## src/rtl/mpe_ctrl.sv

```systemverilog
// mpe_ctrl: batch sequencer feeding one mpe crossover/mutation PE.
// Define MPE_CTRL_PERF_EN to add a saturating busy-cycle counter.
module mpe_ctrl #(
  parameter int WORD_SZ = 64,
  parameter int GENE_SZ = 64,
  parameter int CNT_SZ  = 16
) (
  input  logic               clk,
  input  logic               rst,
  input  logic               start,
  input  logic               abort,
  input  logic [WORD_SZ-1:0] cfg_word,
  input  logic [7:0]         cfg_id,
  input  logic [CNT_SZ-1:0]  num_pairs,
  input  logic               pair_valid,
  output logic               pair_ready,
  input  logic [GENE_SZ-1:0] pair_gene1,
  input  logic [GENE_SZ-1:0] pair_gene2,
  input  logic [WORD_SZ-1:0] rnd_in,
  output logic               rnd_req,
  output logic               mpe_setup,
  output logic [WORD_SZ-1:0] mpe_data1,
  output logic [WORD_SZ-1:0] mpe_data2,
  output logic [WORD_SZ-1:0] mpe_rnd,
  input  logic [GENE_SZ-1:0] mpe_child,
  output logic               child_valid,
  input  logic               child_ready,
  output logic [GENE_SZ-1:0] child_gene,
  output logic               busy,
  output logic               done,
  output logic [CNT_SZ-1:0]  child_cnt,
  output logic [31:0]        perf_cycles
);

  typedef enum logic [2:0] {
    S_IDLE, S_SETUP, S_FETCH, S_HOLD,
    S_CAPT, S_OUT, S_DONE
  } state_t;

  state_t             r_state, w_next;
  logic [1:0]         r_hold;
  logic [CNT_SZ-1:0]  r_num, r_cnt, w_cnt_inc;
  logic [WORD_SZ-1:0] r_cfg_word, r_d1, r_d2, r_rnd;
  logic [7:0]         r_cfg_id;
  logic [GENE_SZ-1:0] r_child;
  logic               r_zdone;
  logic               w_go, w_zero, w_fire, w_take;

  assign w_go      = (r_state == S_IDLE) && start && !abort
                     && (num_pairs != '0);
  assign w_zero    = (r_state == S_IDLE) && start && !abort
                     && (num_pairs == '0);
  assign w_fire    = pair_valid && pair_ready;
  assign w_take    = child_valid && child_ready;
  assign w_cnt_inc = r_cnt + CNT_SZ'(1);

  always_ff @(posedge clk or negedge rst) begin
    if (!rst) r_state <= S_IDLE;
    else      r_state <= w_next;
  end

  always_comb begin
    w_next      = r_state;
    pair_ready  = 1'b0;
    mpe_setup   = 1'b0;
    child_valid = 1'b0;
    unique case (r_state)
      S_IDLE:  if (w_go) w_next = S_SETUP;
      S_SETUP: begin
        mpe_setup = 1'b1;
        w_next    = S_FETCH;
      end
      S_FETCH: begin
        pair_ready = !abort;
        if (pair_valid) w_next = S_HOLD;
      end
      S_HOLD:  if (r_hold == 2'd2) w_next = S_CAPT;
      S_CAPT:  w_next = S_OUT;
      S_OUT: begin
        child_valid = !abort;
        if (child_ready)
          w_next = (w_cnt_inc == r_num) ? S_DONE : S_FETCH;
      end
      S_DONE:  w_next = S_IDLE;
      default: w_next = S_IDLE;
    endcase
    // abort wins over every other transition
    if (abort && r_state != S_IDLE) w_next = S_IDLE;
  end

  always_ff @(posedge clk or negedge rst) begin
    if (!rst) begin
      r_hold     <= '0;
      r_num      <= '0;
      r_cnt      <= '0;
      r_cfg_word <= '0;
      r_cfg_id   <= '0;
      r_d1       <= '0;
      r_d2       <= '0;
      r_rnd      <= '0;
      r_child    <= '0;
      r_zdone    <= 1'b0;
    end else begin
      r_zdone <= w_zero;
      r_hold  <= (r_state == S_HOLD) ? r_hold + 2'd1 : 2'd0;
      if (w_go) begin
        r_num      <= num_pairs;
        r_cfg_word <= cfg_word;
        r_cfg_id   <= cfg_id;
        r_cnt      <= '0;
      end
      if (w_fire) begin
        r_d1  <= WORD_SZ'(pair_gene1);
        r_d2  <= WORD_SZ'(pair_gene2);
        r_rnd <= rnd_in;
      end
      if (r_state == S_CAPT) r_child <= mpe_child;
      if (w_take) r_cnt <= w_cnt_inc;
    end
  end

  // cfg is muxed in only during SETUP so the last pair survives it
  assign mpe_data1  = mpe_setup ? r_cfg_word : r_d1;
  assign mpe_data2  = mpe_setup ? {{(WORD_SZ-8){1'b0}}, r_cfg_id}
                                : r_d2;
  assign mpe_rnd    = r_rnd;
  assign rnd_req    = w_fire;
  assign child_gene = r_child;
  assign child_cnt  = r_cnt;
  assign busy       = (r_state != S_IDLE);
  assign done       = (r_state == S_DONE) || r_zdone;

`ifdef MPE_CTRL_PERF_EN
  logic [31:0] r_perf;
  always_ff @(posedge clk or negedge rst) begin
    if (!rst)                      r_perf <= '0;
    else if (w_go)                 r_perf <= '0;
    else if (busy && r_perf != '1) r_perf <= r_perf + 32'd1;
  end
  assign perf_cycles = r_perf;
`else
  assign perf_cycles = '0;
`endif

endmodule
```

## config.mk

```make
export PLATFORM = sky130hd
export DESIGN_NAME = mpe_ctrl
export DESIGN_NICKNAME = d
export VERILOG_FILES = /design/src/rtl/mpe_ctrl.sv
export SDC_FILE = /design/constraint.sdc
export NUM_CORES = 1
export LEC_CHECK = 0
export BUFFER_PORTS_ARGS = -buffer_cell sky130_fd_sc_hd__buf_2
export CAP_MARGIN = 20
export CORE_AREA = 2 2 256 258
export DETAILED_ROUTE_END_ITERATION = 7
export DIE_AREA = 0 0 258 260
export GPL_ROUTABILITY_DRIVEN = 0
export PLACE_DENSITY = 0.58
export SYNTH_ARGS = -nofsm -noshare
export SYNTH_HDL_FRONTEND = slang
export SYNTH_SLANG_ARGS = --single-unit
```

## constraint.sdc

```tcl
create_clock -name clk -period 2.53 [get_ports clk]
set_clock_uncertainty 0.2 [all_clocks]
set_input_delay 0.1265 -clock clk [delete_from_list [all_inputs] [get_ports clk]]
set_output_delay 0.1265 -clock clk [all_outputs]
set_load 0.005 [all_outputs]
```

After elaboration in Yosys (flattened, before gate mapping)
Index checks and enable logic that the tools add are counted.

storage, ports and cells
  bits in writable memories = 0
  flip-flop bits (word level) = 366
  input port bits = 350
  logic and storage cells = 55
  memories = 0
  memory bits (read-only) = 0
  latch bits = 0
  output and inout bits = 310

cells by class
  reduce and logical (&&, ||, !) cells = 15
  shift operators = 0
  div/mod/pow operators = 0
  $mul = 0
  equal/unequal tests = 12
  multiplexer cells = 15
  $add $sub $neg = 2
  bitwise operators = 0
  order comparisons = 0

operators by type and width
  cell                     count
  $mux W64                 2
  $mux W16                 2
  $mux W3                  6
  $pmux W3 S6              1
  $add A16 B1 Y16 const B  1
  $eq A16 B16 Y1           1
  $logic_not A16 Y1        1
  $reduce_bool A16 Y1      1
  $eq A3 B3 Y1 const B     3
  $ne A3 B3 Y1 const B     3
  $logic_and A1 B1 Y1      7
  $eq A3 B2 Y1 const B     2
  $reduce_and A4 Y1        1
  $eq A3 B1 Y1 const B     1
  $logic_not A3 Y1         1
  $mux W1                  3
  $ne A3 B2 Y1 const B     1
  $reduce_bool A3 Y1       1
  $add A2 B1 Y2 const B    1
  $eq A2 B2 Y1 const B     1
  $mux W2                  1
  $reduce_bool A2 Y1       1
  $logic_not A1 Y1         1
  $logic_or A1 B1 Y1       1

Longest topological paths before layout
  word-level depth = 7
  depth in mapped cells = 9
  mapped depth without buffers = 8

Least setup slack after synthesis
No wires, ideal clock.

  kind = reg-to-reg
  from = register r_cnt[0] (netlist: child_cnt[0])
  to = register r_state[2]
  buffers on the path = 0
  period minus slack after synthesis = 2,314 ps
  data required time = 2,238 ps
  setup time = 92 ps
  stages on the path, launching flop included = 8
  arrival = 2,023 ps
  slack = 216 ps
  path through = dfrtp_1 > ha_1 > nand3_2 > or4_1 > o21ai_1 > nand2_1 > a32o_1 > o31ai_2

on the way
  word-level cells in the longest chain between the ends = 6

RTL lines
  element                 line  RTL
  start, declared         42    logic [CNT_SZ-1:0] r_num, r_cnt, w_cnt_inc;
  start signal, assigned  118   if (w_take) r_cnt <= w_cnt_inc;
  $add A16 B1 Y16         55    assign w_cnt_inc = r_cnt + CNT_SZ'(1);
  $eq A16 B16 Y1          82    w_next = (w_cnt_inc == r_num) ? S_DONE : S_FETCH;
  $mux W3                 82
  $mux W3                 81    if (child_ready)
  $pmux W3 S6             67    unique case (r_state)
  $mux W3                 88    if (abort && r_state != S_IDLE) w_next = S_IDLE;
  end signal, assigned    59    else r_state <= w_next;
  end, declared           40    state_t r_state, w_next;

Every way passes these cells. The select of a mux whose other input is x is not followed.
A chain may end at the register's enable or synchronous reset.

Worst setup path after layout
  from = register r_state[1]
  to = output port mpe_data1[16]

on the way
  word-level cells in the longest chain between the ends = 3

RTL lines
  element        line  RTL
  $eq A3 B1 Y1   67
  $mux W1        67
  $mux W64       123   assign mpe_data1 = mpe_setup ? r_cfg_word : r_d1;
  end, declared  22    output logic [WORD_SZ-1:0] mpe_data1,

Every way passes these cells.

==> out/qor.csv <==
stage;metric;value;unit
logic_synthesis;synth_area_leaders;dfrtp_1 58%, mux2_2 29%, nor2b_1 2.5%;
run;drv_cap;0;
setup_path;critPathMaxFanout;14;
logic_synthesis;netlist.top_cell.by_area;dfrtp_1;
sta;layout_min_cycle_time;2.49;ns
global_routing;grt_antenna_before_repair;1;
setup_path;worstPathArrival;2.16;ns
sta;rsz0062_at_grt;true;
sta;final-hold-violation-count;3;
cells_and_area;area_delta_synth_final;63.1;%
power_and_ir_drop;p_total;0.0257;W
detailed_routing;via_count;13100;
sta;finalSetupViolations;0;
sta;setup_ws;0.0445;ns
cells_and_area;layout-drive-gt1-share;54.8;%
floorplan;die_w;258;um
clocking;cts_buffers;43;
logic_synthesis;ys_warn_count;0;
setup_path;end_kind;primary output;
logic_synthesis;synth_edf_count;0;
clocking;ctsLongestPathBuffers;3;
setup_path;criticalPathCategory;flip-flop to primary output;
run_status;run_status;complete, but fails checks;
clocking;clock-root-buffer;clkbuf_16;
placed_design;dp_slack;0.229;ns
global_routing;grtUsageTotal;15.2;%
detailed_routing;drt_wl_total;54.3;mm
logic_synthesis;yosys.cell_types.count;53;
sta;maxSlewViolCount;0;
setup_path;cp-start-kind;flip-flop;
logic_synthesis;netlist_area;15800;um^2
sta;tns;0;ns
floorplan;core;64100;um^2
detailed_routing;drtPass1Iterations;5;
sta;max_slew_margin;51.3;%
floorplan;io_pins;660;
floorplan;die_y;260;um
global_routing;overflow;0;
global_routing;grt_pass1_wl;81.2;mm
power_and_ir_drop;p_per_area;993;nW/um^2
clocking;cts_tree;built;
logic_synthesis;syn_avg_cell_area;14.2;um^2
sta;max_freq;402;MHz
floorplan;rows;93;
setup_path;worstPathRequired;2.20;ns
floorplan;start_util;24.7;%
clocking;clk_pin_slew;0.06;ns
cells_and_area;mostFrequentLayoutCells;615 x buf_2, 381 x mux2_2, 363 x dfrtp_1;
logic_synthesis;synth_seq_cells;366;
detailed_routing;drt_iter0_markers;541;
cells_and_area;final_common_cell;buf_2;
clocking;clock-sinks;366;
logic_synthesis;yosysSeqAreaShare;57.8;%
min_path;hold_path_class;input pin to async pin;
sta;finalCritPeriodShare;98.2;%
detailed_routing;wire_per_inst;17.8;um
global_routing;grt_pass1_vias;14600;
power_and_ir_drop;p_leak;12.3;nW
clocking;clkLatencyLatePin;0.54;ns
logic_synthesis;synthFlopType;dfrtp_1;
run_status;failed_checks;hold timing;
placed_design;portBuffers;627;
clocking;ctsHtreeMaxLevel;2;
placed_design;dp_cells;2600;
cells_and_area;stdcell_count;3046;
power_and_ir_drop;max-vdd-ir-drop;0.000596;V
logic_synthesis;ys_async_sr_fraction;100;%
floorplan;dieArea;67100;um^2
detailed_routing;route.detailed.drc;0;
sta;worst_pin_slew;0.730;ns
logic_synthesis;synth_top_area_share;57.8;%
logic_synthesis;syn_inst;1115;
sta;fin_hold_ws;-0.0137;ns
global_routing;grt_max_degree;73;
detailed_routing;vias_per_cell;4.29;
cells_and_area;final_nets;2508;
detailed_routing;drtAntennaViolNets;0;
placed_design;place_hpwl;36.0;mm
==> stage by stage <==
stage          util (%)  area, um^2
2_1_floorplan         -       16000
3_3_place_gp       31.8       20400
3_5_place_dp       31.8       20400
4_1_cts            39.9       25600
5_1_grt            40.3       25900
6_report           40.3       25900
==> layout make-up <==
cell class,instances,area [um^2]
fillers,5936,38300
flip-flops and latches,366,9160
repair buffers,1060,7760
multi-input cells,678,6380
clock buffers,66,1280
well taps,855,1070
clock inverters,13,175
inverters,7,26.3
diodes,1,2.50
==> worst max-delay path, cell delays in order, from the launching register on <==
cell and delay, ns:
dfrtp_2 0.42, nor2b_4 0.13, nor2b_4 0.18, buf_4 0.20, buf_16 0.18, mux2_2 0.35
buf_2 0.14
==> flip-flops by register name, summed over array words and instances, names as in the netlist <==
signal	flops
r_cfg_id	8
r_hold	2
r_zdone	1
child_gene	64
r_cfg_word	64
r_num	16
r_d1	64
child_cnt	16
r_state	3
r_d2	64
mpe_rnd	64
==> final timing paths <==
kind,start,endpoint,slack (ns),depth (start not counted)
max reg2reg,r_state[1],r_zdone,0.16,6
min,rst,child_cnt[6],-0.01,2
min in group clk,pair_valid,r_d1[58],0.09,4
max in group asynchronous,rst,r_cfg_word[10],1.34,3
min reg2reg,r_hold[0],r_hold[0],0.22,1
max,r_state[1],mpe_data1[16],0.04,6
==> logic make-up (layout without fill, tap and decap cells) <==
logic type / after synthesis / in the layout / share of synthesized area, %
muxes: 416 / 416 / 29.6
DFF: 366 / 366 / 57.8
buffers and inverters: 102 / 1146 / 3.58
other: 1 / 33 / 0.0237
adders and majority gates: 2 / 2 / 0.158
xor gates and xnor gates: 21 / 21 / 1.16
and+or+nand+nor: 152 / 152 / 5.40
AOI/OAI and AO/OA: 55 / 55 / 2.33
==> per-layer routing <==
metal / GRT usage [%] / up-vias / share of wire, %
met5: 0 / - / 0.020
met4: 4.96 / 2 / 2.7
met3: 4.03 / 113 / 6.4
met2: 27.8 / 506 / 52
met1: 17.2 / 6481 / 38
li1: - / 5958 / -
==> cells in the mapped netlist (4+ instances only) <==
| cell type | count |
|---|---|
| mux2_2 | 410 |
| dfrtp_1 | 366 |
| nor2b_1 | 63 |
| buf_2 | 46 |
| buf_4 | 32 |
| nor2_1 | 23 |
| o21ai_0 | 19 |
| clkbuf_1 | 15 |
| nand2_1 | 15 |
| nand3_1 | 14 |
| xnor2_1 | 13 |
| o31ai_1 | 10 |
| nor4_1 | 8 |
| xor2_1 | 8 |
| and3_1 | 6 |
| inv_1 | 6 |
| mux2_1 | 5 |
| nand4_1 | 5 |
| a21oi_1 | 4 |
==> power breakdown <==
part,switching [W],internal [W],leakage [nW],total (W)
combinational,0.00392,0.00585,7.10,0.00977
sequential,0.00131,0.00818,4.51,0.00950
clock,0.00250,0.00390,0.704,0.00641
total,0.00773,0.0179,12.3,0.0257
==> what timing repair did <==
action                     in CTS  in global routing
hold buffers                  350                  0
gates cloned                    5                  3
gates resized for setup        23                 36
buffers inserted                6                  2
setup endpoints to repair     108                 73
hold endpoints to repair      711                  0
(Power assumes the default switching activity.)
